## src/rtl/upsp_pkg.sv

```systemverilog
// Shared types and constants for the up-sampling frame sequencer.
package upsp_pkg;

  // Frame sequencer states
  typedef enum logic [1:0] {
    IDLE  = 2'd0,
    RUN   = 2'd1,
    DRAIN = 2'd2
  } upsp_state_e;

  // UPSTR control register bit positions
  localparam int START_BIT = 0;
  localparam int ABORT_BIT = 1;

  // UPENDR status register bit positions
  localparam int DONE_BIT    = 0;
  localparam int BUSY_BIT    = 1;
  localparam int ERR_BIT     = 2;
  localparam int ABORTED_BIT = 3;

  // Default frame geometry
  localparam int DEF_CRF_DATA_WIDTH  = 32;
  localparam int DEF_UPSP_DATA_WIDTH = 24;
  localparam int DEF_SRC_WIDTH       = 960;
  localparam int DEF_SRC_HEIGHT      = 540;
  localparam int DEF_SCALE           = 4;

endpackage

```

## src/rtl/upsp_beat_cnt.sv

```systemverilog
// Saturating beat counter with a terminal-beat flag (count == TERM-1).
module upsp_beat_cnt #(
  parameter int TERM = 8,
  parameter int CW   = $clog2(TERM + 1)
) (
  input  logic          clk,
  input  logic          rst_n,
  input  logic          clr,
  input  logic          inc,
  output logic [CW-1:0] count,
  output logic          last
);

  // Count accepted beats; clear wins over increment, and the count holds at TERM
  always_ff @(posedge clk or negedge rst_n) begin
    if (!rst_n) begin
      count <= '0;
    end else if (clr) begin
      count <= '0;
    end else if (inc && (count != CW'(TERM))) begin
      count <= count + CW'(1);
    end
  end

  assign last = (count == CW'(TERM - 1));

endmodule

```

## src/rtl/upsp_frame_ctrl.sv

```systemverilog
// Frame sequencer: opens/closes the source and result streams around one frame
// and reports DONE/BUSY/ERR/ABORTED through UPENDR.
import upsp_pkg::*;

module upsp_frame_ctrl #(
  parameter int CRF_DATA_WIDTH  = DEF_CRF_DATA_WIDTH,
  parameter int UPSP_DATA_WIDTH = DEF_UPSP_DATA_WIDTH,
  parameter int SRC_WIDTH       = DEF_SRC_WIDTH,
  parameter int SRC_HEIGHT      = DEF_SRC_HEIGHT,
  parameter int SCALE           = DEF_SCALE
) (
  input  logic                       clk,
  input  logic                       rst_n,
  input  logic                       crf_upstr_we,
  input  logic [CRF_DATA_WIDTH-1:0]  crf_upstr,
  output logic [CRF_DATA_WIDTH-1:0]  upendr,
  input  logic                       ac_upsp_rvalid,
  input  logic [UPSP_DATA_WIDTH-1:0] ac_upsp_rdata,
  output logic                       upsp_ac_rready,
  output logic                       core_rvalid,
  output logic [UPSP_DATA_WIDTH-1:0] core_rdata,
  input  logic                       core_rready,
  input  logic                       core_wvalid,
  input  logic [UPSP_DATA_WIDTH-1:0] core_wdata,
  output logic                       core_wready,
  output logic                       upsp_ac_wvalid,
  output logic [UPSP_DATA_WIDTH-1:0] upsp_ac_wdata,
  input  logic                       ac_upsp_wready
);

  localparam int RD_TOTAL = SRC_WIDTH * SRC_HEIGHT;
  localparam int WR_TOTAL = RD_TOTAL * SCALE * SCALE;
  localparam int RD_CW    = $clog2(RD_TOTAL + 1);
  localparam int WR_CW    = $clog2(WR_TOTAL + 1);

  upsp_state_e r_state;
  upsp_state_e w_state_nxt;
  logic        r_done, r_err, r_aborted;
  logic        w_done_nxt, w_err_nxt, w_aborted_nxt;
  logic        r_rd_open, r_wr_open;
  logic        w_cnt_clr;

  logic             w_start, w_abort;
  logic             w_rd_beat, w_wr_beat;
  logic             w_rd_last, w_wr_last;
  logic             w_rd_done, w_wr_done;
  logic [RD_CW-1:0] w_rd_count;
  logic [WR_CW-1:0] w_wr_count;
  logic             w_unused;

  // ABORT takes priority: a write carrying both bits is treated as an abort only
  assign w_abort = crf_upstr_we & crf_upstr[ABORT_BIT];
  assign w_start = crf_upstr_we & crf_upstr[START_BIT] & ~crf_upstr[ABORT_BIT];

  // Stream gating: pure AND with the registered open flags, data passes straight through
  assign upsp_ac_rready = core_rready    & r_rd_open;
  assign core_rvalid    = ac_upsp_rvalid & r_rd_open;
  assign core_wready    = ac_upsp_wready & r_wr_open;
  assign upsp_ac_wvalid = core_wvalid    & r_wr_open;
  assign core_rdata     = ac_upsp_rdata;
  assign upsp_ac_wdata  = core_wdata;

  assign w_rd_beat = ac_upsp_rvalid & upsp_ac_rready;
  assign w_wr_beat = upsp_ac_wvalid & ac_upsp_wready;
  assign w_rd_done = w_rd_beat & w_rd_last;
  assign w_wr_done = w_wr_beat & w_wr_last;

  upsp_beat_cnt #(.TERM(RD_TOTAL), .CW(RD_CW)) u_rd_cnt (
    .clk   (clk),
    .rst_n (rst_n),
    .clr   (w_cnt_clr),
    .inc   (w_rd_beat),
    .count (w_rd_count),
    .last  (w_rd_last)
  );

  upsp_beat_cnt #(.TERM(WR_TOTAL), .CW(WR_CW)) u_wr_cnt (
    .clk   (clk),
    .rst_n (rst_n),
    .clr   (w_cnt_clr),
    .inc   (w_wr_beat),
    .count (w_wr_count),
    .last  (w_wr_last)
  );

  // Next-state, sticky status flags and counter clear for the frame sequencer
  always_comb begin
    w_state_nxt   = r_state;
    w_done_nxt    = r_done;
    w_err_nxt     = r_err;
    w_aborted_nxt = r_aborted;
    w_cnt_clr     = 1'b0;
    if (w_abort) begin
      w_state_nxt   = IDLE;
      w_aborted_nxt = 1'b1;
      w_cnt_clr     = 1'b1;
    end else begin
      unique case (r_state)
        IDLE: begin
          if (w_start) begin
            w_state_nxt   = RUN;
            w_done_nxt    = 1'b0;
            w_err_nxt     = 1'b0;
            w_aborted_nxt = 1'b0;
            w_cnt_clr     = 1'b1;
          end
        end
        RUN: begin
          if (w_wr_done) begin
            // Output complete: clean only if the source finished in the same cycle
            w_state_nxt = IDLE;
            if (w_rd_done) w_done_nxt = 1'b1;
            else           w_err_nxt  = 1'b1;
          end else if (w_rd_done) begin
            w_state_nxt = DRAIN;
          end
        end
        DRAIN: begin
          if (w_wr_done) begin
            w_state_nxt = IDLE;
            w_done_nxt  = 1'b1;
          end
        end
        default: w_state_nxt = IDLE;
      endcase
    end
  end

  // State, status and stream-open registers
  always_ff @(posedge clk or negedge rst_n) begin
    if (!rst_n) begin
      r_state   <= IDLE;
      r_done    <= 1'b0;
      r_err     <= 1'b0;
      r_aborted <= 1'b0;
      r_rd_open <= 1'b0;
      r_wr_open <= 1'b0;
    end else begin
      r_state   <= w_state_nxt;
      r_done    <= w_done_nxt;
      r_err     <= w_err_nxt;
      r_aborted <= w_aborted_nxt;
      r_rd_open <= (w_state_nxt == RUN);
      r_wr_open <= (w_state_nxt != IDLE);
    end
  end

  // Status register image
  always_comb begin
    upendr              = '0;
    upendr[DONE_BIT]    = r_done;
    upendr[BUSY_BIT]    = (r_state != IDLE);
    upendr[ERR_BIT]     = r_err;
    upendr[ABORTED_BIT] = r_aborted;
  end

  // Reserved UPSTR bits and the raw counts are intentionally not consumed
  assign w_unused = &{1'b0, crf_upstr[CRF_DATA_WIDTH-1:2], w_rd_count, w_wr_count};

endmodule

```

## config.mk

```make
export PLATFORM = sky130hd
export DESIGN_NAME = upsp_frame_ctrl
export DESIGN_NICKNAME = d
export VERILOG_FILES = /design/src/rtl/upsp_pkg.sv /design/src/rtl/upsp_beat_cnt.sv /design/src/rtl/upsp_frame_ctrl.sv
export SDC_FILE = /design/constraint.sdc
export NUM_CORES = 1
export LEC_CHECK = 0
export ABC_AREA = 1
export CAP_MARGIN = 40
export CORE_MARGIN = 10
export CORE_UTILIZATION = 40
export DETAILED_ROUTE_END_ITERATION = 10
export GPL_TIMING_DRIVEN = 0
export PLACE_DENSITY = 0.84
export SETUP_SLACK_MARGIN = 0.3
export SYNTH_ARGS = -nofsm -noshare
export SYNTH_HDL_FRONTEND = slang
export SYNTH_SLANG_ARGS = --single-unit
```

## constraint.sdc

```tcl
create_clock -name clk -period 5 [get_ports clk]
set_input_delay 0.75 -clock clk [delete_from_list [all_inputs] [get_ports clk]]
set_output_delay 0.75 -clock clk [all_outputs]
set_load 0.05 [all_outputs]
```

# ---- Word-level counts from Yosys, hierarchy flattened
# Cells that the tools add are included.
# Widths: inputs -> output; s select.
dict set report op_classes {
  n_addsub 2
  n_eq_ne 12
  n_mux 23
  bitwise 13
  reduce_logical 14
}
# op n
set op_table {}
lappend op_table {{$mux 23} 2}
lappend op_table {{$mux 19} 2}
lappend op_table {{$add 23x1->23 const B} 1}
lappend op_table {{$eq 23x23->1 const B} 1}
lappend op_table {{$ne 23x23->1 const B} 1}
lappend op_table {{$add 19x1->19 const B} 1}
lappend op_table {{$eq 19x19->1 const B} 1}
lappend op_table {{$ne 19x19->1 const B} 1}
lappend op_table {{$reduce_bool 2->1} 7}
lappend op_table {{$and 1x1->1} 11}
lappend op_table {{$mux 1} 11}
lappend op_table {{$mux 2} 5}
lappend op_table {{$ne 2x2->1 const B} 5}
lappend op_table {{$pmux 2 s3} 1}
lappend op_table {{$reduce_and 6->1} 1}
lappend op_table {{$reduce_and 5->1} 1}
lappend op_table {{$eq 2x1->1 const B} 2}
lappend op_table {{$pmux 1 s3} 1}
lappend op_table {{$reduce_bool 3->1} 1}
lappend op_table {{$eq 2x2->1 const B} 1}
lappend op_table {{$logic_and 1x1->1} 2}
lappend op_table {{$logic_not 2->1} 1}
lappend op_table {{$not 1->1} 2}
lappend op_table {{$pmux 1 s2} 1}
lappend op_table {{$reduce_and 2->1} 1}
dict set report word_totals {
  register_bits 49
  in_bits 87
  out_inout_bits 84
  wordCells 72
}

# ---- Logic depth before layout (Yosys ltp)
# Gate-level depths: netlist of run 1.
dict set report depth {
  depth_word 8
  mapped_depth 12
  ltp_nobuf 12
}

# ---- Hierarchy
# A second synthesis of run 1 with hierarchy kept.
dict set report unflattened {
  cells_unflattened 607
  hier_area_um2 4082.7
}
# module instances cells_per_inst area_per_inst_um2 seq_area_each_um2
set by_module_without_submodules {}
lappend by_module_without_submodules {{upsp_beat_cnt at u_wr_cnt} 1 249 1627.8 575.6}
lappend by_module_without_submodules {{upsp_beat_cnt at u_rd_cnt} 1 210 1355.0 475.5}
lappend by_module_without_submodules {upsp_frame_ctrl 1 148 1099.8 175.2}

# ---- Worst setup path before layout of run 1
# OpenSTA, ideal clock, no wires.
dict set report synth_timing {
  kind {input -> register}
  start {input ac_upsp_rvalid}
  end {register r_rd_open}
  setup_time_ps 117
  arrival_time_ps 1814
  required_ps 4883
  path_slack_ps 3069
  cell_stages 11
  n_path_buf 0
  cell_sequence {nand2_1 > inv_1 > nand2_1 > nor2_1 > nand2_1 > nor2_1 > nand3_1 > nand2_1 > inv_1 > nor2_2 > nor2_2}
}
dict set report synth_between {
  elab_chain_len 7
}
# element line
set synth_lines {}
lappend synth_lines {{start: declaration} upsp_frame_ctrl.sv:17} ;# input logic ac_upsp_rvalid,
lappend synth_lines {{$and 1x1->1} upsp_frame_ctrl.sv:63} ;# assign w_rd_beat = ac_upsp_rvalid & upsp_ac_rready;
lappend synth_lines {{$and 1x1->1} upsp_frame_ctrl.sv:65} ;# assign w_rd_done = w_rd_beat & w_rd_last;
lappend synth_lines {{$mux 2} upsp_frame_ctrl.sv:114} ;# end else if (w_rd_done) begin
lappend synth_lines {{$mux 2} upsp_frame_ctrl.sv:109} ;# if (w_wr_done) begin
lappend synth_lines {{$pmux 2 s3} upsp_frame_ctrl.sv:98} ;# unique case (r_state)
lappend synth_lines {{$mux 2} upsp_frame_ctrl.sv:93} ;# if (w_abort) begin
lappend synth_lines {{via w_state_nxt[1]} upsp_frame_ctrl.sv:37} ;# upsp_state_e w_state_nxt;
lappend synth_lines {{$eq 2x1->1} upsp_frame_ctrl.sv:143} ;# r_rd_open <= (w_state_nxt == RUN);
lappend synth_lines {{end signal: assignment} upsp_frame_ctrl.sv:143}
lappend synth_lines {{end: declaration} upsp_frame_ctrl.sv:40} ;# logic r_rd_open, r_wr_open;
# The timed path passes the listed nets, and every way through them passes these cells.
# A chain may end at the register's enable or synchronous reset.

# ---- Final worst setup path of run 1
dict set report layout_timing {
  start {input core_wvalid}
  end {output upsp_ac_wvalid}
}
dict set report layout_between {
  elab_chain_len 1
}
# element line
set layout_lines {}
lappend layout_lines {{start: declaration} upsp_frame_ctrl.sv:23} ;# input logic core_wvalid,
lappend layout_lines {{$and 1x1->1} upsp_frame_ctrl.sv:59} ;# assign upsp_ac_wvalid = core_wvalid & r_wr_open;
lappend layout_lines {{end: declaration} upsp_frame_ctrl.sv:26} ;# output logic upsp_ac_wvalid,
# Every way passes these cells.

==> results of run 1 <==
==> logic make-up (layout without fill, tap and decap cells) <==
logic type	count (synthesis)	after routing	share of synthesized area, %
AO/OA/AOI/OAI	48	48	7.20
XOR/XNOR	12	12	2.64
adder cells (fa/ha/maj)	8	8	2.51
buffers and inverters	153	226	22.9
flip-flops	49	49	30.8
other	1	28	0.0942
AND/OR/NAND/NOR	289	289	33.8
==> final cells by class <==
cell class / instances / area [µm²] / area share [%]
timing repair buffer: 65 / 656 / 13.0
inverter: 63 / 236 / 4.71
clock inverter: 2 / 37.5 / 0.747
tap: 133 / 166 / 3.31
clock buffer: 6 / 82.6 / 1.64
multi-input combinational: 385 / 1940 / 38.7
buffer: 90 / 677 / 13.5
sequential: 49 / 1230 / 24.4
==> sequential cells by signal, summed over array words and instances (netlist names) <==
name            cells
r_aborted           1
u_wr_cnt.count     23
r_state             2
r_rd_open           1
r_err               1
r_done              1
u_rd_cnt.count     19
r_wr_open           1
==> final timing paths <==
check / from / to / slack [ns] / cells past startpoint
hold reg to reg: r_done / r_done / 0.48 / 2
hold / removal: rst_n / u_wr_cnt.count[20] / 0.36 / 1
setup / recovery: core_wvalid / upsp_ac_wvalid / 2.12 / 4
max in group asynchronous: rst_n / u_rd_cnt.count[16] / 4.13 / 2
setup reg to reg: r_state[0] / u_rd_cnt.count[2] / 2.97 / 9
min in group clk: r_done / r_done / 0.48 / 2
==> worst register-to-register path, stage by stage, from the launching register on <==
cell	delay, ns
dfrtp_1	0.41
inv_1	0.09
ha_1	0.23
nand3_1	0.11
nand2_1	0.19
inv_1	0.21
buf_4	0.24
buf_4	0.23
o21ai_0	0.13
a21oi_1	0.13
==> per-stage QoR <==
step	hold WS (ns)	cells	worst slack, ns
floorplan	0.443	587	3.07
global placement	0.458	784	1.67
finish	0.360	793	2.12
CTS	0.375	793	2.09
global route	0.389	793	2.03
detailed placement	0.463	785	2.10
==> cell usage after synthesis (all sizes together) <==
cell type  count
and2           1
a21o           1
inv           63
nand4         26
nand3b         2
a21oi          2
a21boi         1
o31ai          3
xor2          10
nand3         45
xnor2          2
nand2        126
dfrtp         49
nor3          24
nor3b          1
o21ai         41
buf           90
ha             8
conb           1
nor2          64
==> layer usage <==
layer	wire length, µm	global-route usage [%]	share of wire (%)
met5	0	0	0
met4	136	3.24	1.3
met3	801	3.84	7.7
met2	5300	24.2	51
met1	4170	17.1	40
==> power by group through the flow <==
stage / logic [mW] / clock network, mW / registers, mW
after floorplan: 0.361 / 0 / 0.435
after global placement: 0.485 / 0 / 0.438
after detailed placement: 0.489 / 0 / 0.438
after CTS: 0.490 / 0.307 / 0.431
after global routing: 0.523 / 0.323 / 0.435
final: 0.489 / 0.304 / 0.430
==> layout by cell type, fill, tap and decap left out <==
cell / count
dfrtp_1: 49
a21oi_1: 2
xnor2_1: 2
inv_2: 6
o31ai_1: 3
nor2_1: 55
inv_1: 57
nand3b_1: 2
bufinv_16: 1
buf_6: 3
nor3_2: 3
nand2_2: 4
clkbuf_8: 6
and2_4: 1
nor3b_1: 1
nand2_1: 120
nor3_4: 1
conb_1: 28
nand3_1: 43
nand4_1: 26
o21ai_2: 9
buf_4: 83
xor2_1: 10
o21ai_1: 13
nand2_4: 2
ha_1: 8
nor2_4: 2
o21ai_0: 19
a21o_1: 1
clkdlybuf4s50_1: 63
a21boi_1: 1
nor2_2: 7
buf_12: 1
buf_2: 5
nand3_2: 2
nor3_1: 20
clkinvlp_4: 1
==> impl_metrics.py, run 1 <==
metrics = {
    "drt": {
        "vias": 3676,
        "wl_per_cell_um": 13.1,
        "first_iter_violations": 242,
        "first_pass_iters": 5,
        "via_per_inst": 4.64,
        "drc": 0,
        "drt-total-wl_um": 10400,
        "final_antenna_net_count": 0,
    },
    "worst_setup_path": {
        "crit_chain": "clkdlybuf4s50_1, nand2_1, inv_1, clkdlybuf4s50_1",
        "critPathArrivalTime_ns": 2.13,
        "crit_top_cell": "clkdlybuf4s50_1",
        "crit_required_ns": 4.25,
        "path_max_fanout": 2,
        "slowest_delay_ns": 0.79,
        "critPathLaunchType": "input pin",
        "crit_type": "input pin to output port",
        "cp_slowest_cell": "clkdlybuf4s50_1",
        "crit_buf_inv": 3,
        "critPathTopFamily": "buffers and inverters",
        "end_kind": "output port",
    },
    "final_layout": {
        "nNetsFinal": 754,
        "final_layout_size_suffix_gt1_share_pct": 20.8,
        "syn_to_final_growth_pct": 26.2,
        "diodes": 0,
        "fill_cells": 967,
        "final_util_pct": 51.6,
        "finalInstanceArea_um2": 5020,
    },
    "placement": {
        "routabilityCongestion": 0.936,
        "dp_hpwl_um": 8460,
        "port_buffers": 64,
        "placedInstanceArea_um2": 4900,
    },
    "clocking": {
        "clk_pin_slew_ns": 0.09,
        "cts-root-buf": "clkbuf_8",
        "cts_max_level": 2,
        "tritoncts": "done",
        "post_cts_buffers": 0,
        "cts_buffers": 5,
        "cts.path.max_buffers": 2,
        "cts_hold_buffers": 0,
        "cts_sinks": 49,
        "clkLatencyLatePin_ns": 0.31,
        "cts_resized": 0,
    },
    "power_and_ir_drop": {
        "power_density_nw_per_um2": 243,
        "comb_power_share_pct": 40.0,
        "leakagePower_nw": 2.30,
        "seq_power_share_pct": 35.2,
        "power_mw": 1.22,
        "internal-power_uw": 740,
        "irDropWorstVdd_mv": 0.165,
        "clkPwrFrac_pct": 24.8,
        "swShare_pct": 39.5,
        "switchingPower_uw": 483,
    },
    "timing": {
        "finalClockSkew_ns": 0.00730,
        "slew_headroom_pct": 64.2,
        "fmax_mhz": 347,
        "rsz0062_at_grt": "false",
        "hold_violations": 0,
        "tightest_slew_ns": 0.533,
        "finalMaxSlewViolations": 0,
        "finalCriticalPeriod_ns": 2.88,
        "period_share_pct": 57.7,
        "setup_viol": 0,
        "timing.setup.tns_ns": 0,
    },
    "floorplanning": {
        "die-area_um2": 14300,
        "start_util_pct": 40.9,
        "fp.dieW_um": 120,
        "die_h_um": 120,
        "coreArea_um2": 9730,
        "rows": 36,
        "ios": 171,
    },
    "logic_synthesis": {
        "yosys.area.top_type_share_pct": 30.8,
        "synth_cells": 560,
        "yosysWarnings": 0,
        "synth_cell_type_count": 32,
        "synth-seq-area-share_pct": 30.8,
        "netlist_area_um2": 3980,
        "synthTopCellsByArea": "dfrtp_1, buf_4, nand2_1",
        "syn_area_per_cell_um2": 7.11,
        "synth_top_cell_by_area": "dfrtp_1",
        "ys_ff_latch": 49,
    },
    "min_path": {
        "hp-class": "input pin to asynchronous set/reset pin",
    },
    "global_routing": {
        "antenna_found_initial": 0,
        "grt_util_all_layers_pct": 14.1,
        "grt_pass1_vias": 3612,
        "grt.overflow.total": 0,
        "grt_pass1_wl_um": 17400,
        "grt_max_degree": 34,
    },
    "job": {
        "cap_violations": 0,
    },
    "status": {
        "status": "finished, final reports clean",
    },
}
(Power assumes the default switching activity.)
==> run 2, diff against run 1 <==
clock period = 2.7 ns   (was 5 ns; I/O delays follow)
==> run 2 against run 1 <==
Against the previous run: die area did not move; core utilization barely moved; non-clock buffer count did not move; critical path type unchanged; critical endpoint unchanged.
==> impl_metrics.py, run 2 (synthesized netlist as in run 1, its figures left out) <==
metrics = {
    "status": {
        "status": "finished, final reports clean",
    },
    "timing": {
        "hold_slack_ns": 0.0159,
        "hold_violations": 0,
        "finalMaxSlewViolations": 0,
        "setup_viol": 0,
        "rsz0062_at_grt": "false",
        "finalClockSkew_ns": 0.00716,
        "period_share_pct": 81.3,
        "slew_headroom_pct": 64.2,
        "tightest_slew_ns": 0.533,
        "finalCriticalPeriod_ns": 2.19,
        "fmax_mhz": 456,
    },
    "drt": {
        "wl_met3_um": 793,
        "via_per_inst": 4.65,
        "wl_met1_um": 4220,
        "final_antenna_net_count": 0,
        "highest-signal-layer": "met4",
        "wl_per_cell_um": 13.2,
        "vias": 3687,
        "wl_met2_um": 5310,
        "first_iter_violations": 242,
        "drt-total-wl_um": 10400,
        "first_pass_iters": 5,
        "drc": 0,
    },
    "worst_setup_path": {
        "cp_slowest_cell": "clkdlybuf4s50_1",
        "crit_chain": "clkdlybuf4s50_1, nand2_1, inv_1, clkdlybuf4s50_1",
        "critPathLaunchType": "input pin",
        "slowest_delay_ns": 0.79,
        "crit_top_cell": "clkdlybuf4s50_1",
        "r2r-end": "u_rd_cnt.count[2]",
        "crit_buf_inv": 3,
        "startpoint": "core_wvalid",
        "critPathTopFamily": "buffers and inverters",
        "end_kind": "output port",
        "reg2reg_setup_slack_ns": 0.66,
        "worstRegToRegCells": 9,
        "critPathArrivalTime_ns": 1.79,
        "path_max_fanout": 2,
        "r2r-start": "r_state[0]",
        "crit_required_ns": 2.30,
        "crit_type": "input pin to output port",
    },
    "job": {
        "cap_violations": 0,
    },
    "power_and_ir_drop": {
        "irDropWorstVdd_mv": 0.306,
        "power_density_nw_per_um2": 451,
        "power_mw": 2.27,
        "leakagePower_nw": 2.32,
    },
    "global_routing": {
        "grt_pass1_vias": 3612,
        "grt_util_all_layers_pct": 14.1,
        "grt_max_degree": 34,
        "antenna_found_initial": 0,
        "grt.overflow.total": 0,
        "grt_pass1_wl_um": 17400,
    },
    "clocking": {
        "cts_sinks": 49,
        "clk_pin_slew_ns": 0.09,
        "cts_buffers": 5,
        "cts_max_level": 2,
        "cts-root-buf": "clkbuf_8",
        "clkLatencyLatePin_ns": 0.31,
        "cts.path.max_buffers": 2,
        "tritoncts": "done",
        "post_cts_buffers": 0,
    },
    "placement": {
        "port_buffers": 64,
        "routabilityCongestion": 0.936,
        "dp.cells": 785,
        "dp_hpwl_um": 8460,
    },
    "floorplanning": {
        "start_util_pct": 40.9,
        "rows": 36,
        "die-area_um2": 14300,
        "coreArea_um2": 9730,
        "fp.dieW_um": 120,
        "die_h_um": 120,
        "ios": 171,
    },
    "final_layout": {
        "largest-register": "u_wr_cnt.count",
        "diodes": 0,
        "final_layout_size_suffix_gt1_share_pct": 20.8,
        "nNetsFinal": 754,
        "fill_cells": 967,
        "syn_to_final_growth_pct": 26.3,
        "fin_cells": 793,
        "final_common_cell": "nand2_1",
        "top_regs": "u_wr_cnt.count x23, u_rd_cnt.count x19, r_state x2",
        "largest_reg_flops": 23,
        "final_cell_mix": "nand2_1, buf_4, clkdlybuf4s50_1",
    },
    "min_path": {
        "hp-class": "input pin to asynchronous set/reset pin",
    },
}
==> run 2: cell count changes in the layout (fill, tap and decap cells not counted), sizes merged <==
cell / previous run / this run
clkdlybuf4s50: 63 / 62
dlymetal6s2s: 0 / 1
==> run 2: repair_timing <==
item                                    in CTS  in global routing
endpoints found under the hold margin        0                  0
resized for setup                            0                  1
endpoints found under the setup margin       0                  1
hold buffers                                 0                  0
==> run 2: power breakdown <==
part	leakage (nW)	total [mW]	internal, mW	switching, mW
sequential	0.677	0.797	0.769	0.0279
clock	0.0574	0.563	0.302	0.261
combinational	1.58	0.906	0.299	0.606
total	2.32	2.27	1.37	0.895
==> run 2: cell type report <==
type / count / area [µm²] / share of cell area, %
Clock inverter: 2 / 37.5 / 0.747
Multi-Input combinational cell: 385 / 1940 / 38.7
Tap cell: 133 / 166 / 3.31
Timing Repair Buffer: 65 / 658 / 13.1
Sequential cell: 49 / 1230 / 24.4
Inverter: 63 / 236 / 4.70
Buffer: 90 / 677 / 13.5
Clock buffer: 6 / 82.6 / 1.64
==> run 2: worst max path at each step <==
stage | to | slack, ns | depth (start not counted)
after detailed placement | u_rd_cnt.count[2] | 0.48 | 8
final | upsp_ac_wvalid | 0.51 | 4
after floorplan | r_rd_open | 1.11 | 11
after CTS | upendr[1] | 0.32 | 4
after global placement | r_done | -0.29 | 1
after global routing | upsp_ac_wvalid | 0.42 | 4
==> run 2: layer usage <==
metal	vias to the layer above	global-route usage, %
met1	1676	17.1
li1	1890	-
met5	-	0
met3	14	3.84
met4	0	3.24
met2	107	24.2
==> run 2: per-stage QoR <==
step | area, µm² | util, % | TNS, ns | setup WS, ns
2_1_floorplan | 4080 | - | 0 | 1.11
3_3_place_gp | 4890 | 50.3 | -13.81 | -0.286
3_5_place_dp | 4900 | 50.4 | 0 | 0.484
4_1_cts | 5020 | 51.6 | 0 | 0.315
5_1_grt | 5030 | 51.7 | 0 | 0.419
6_report | 5030 | 51.7 | 0 | 0.505
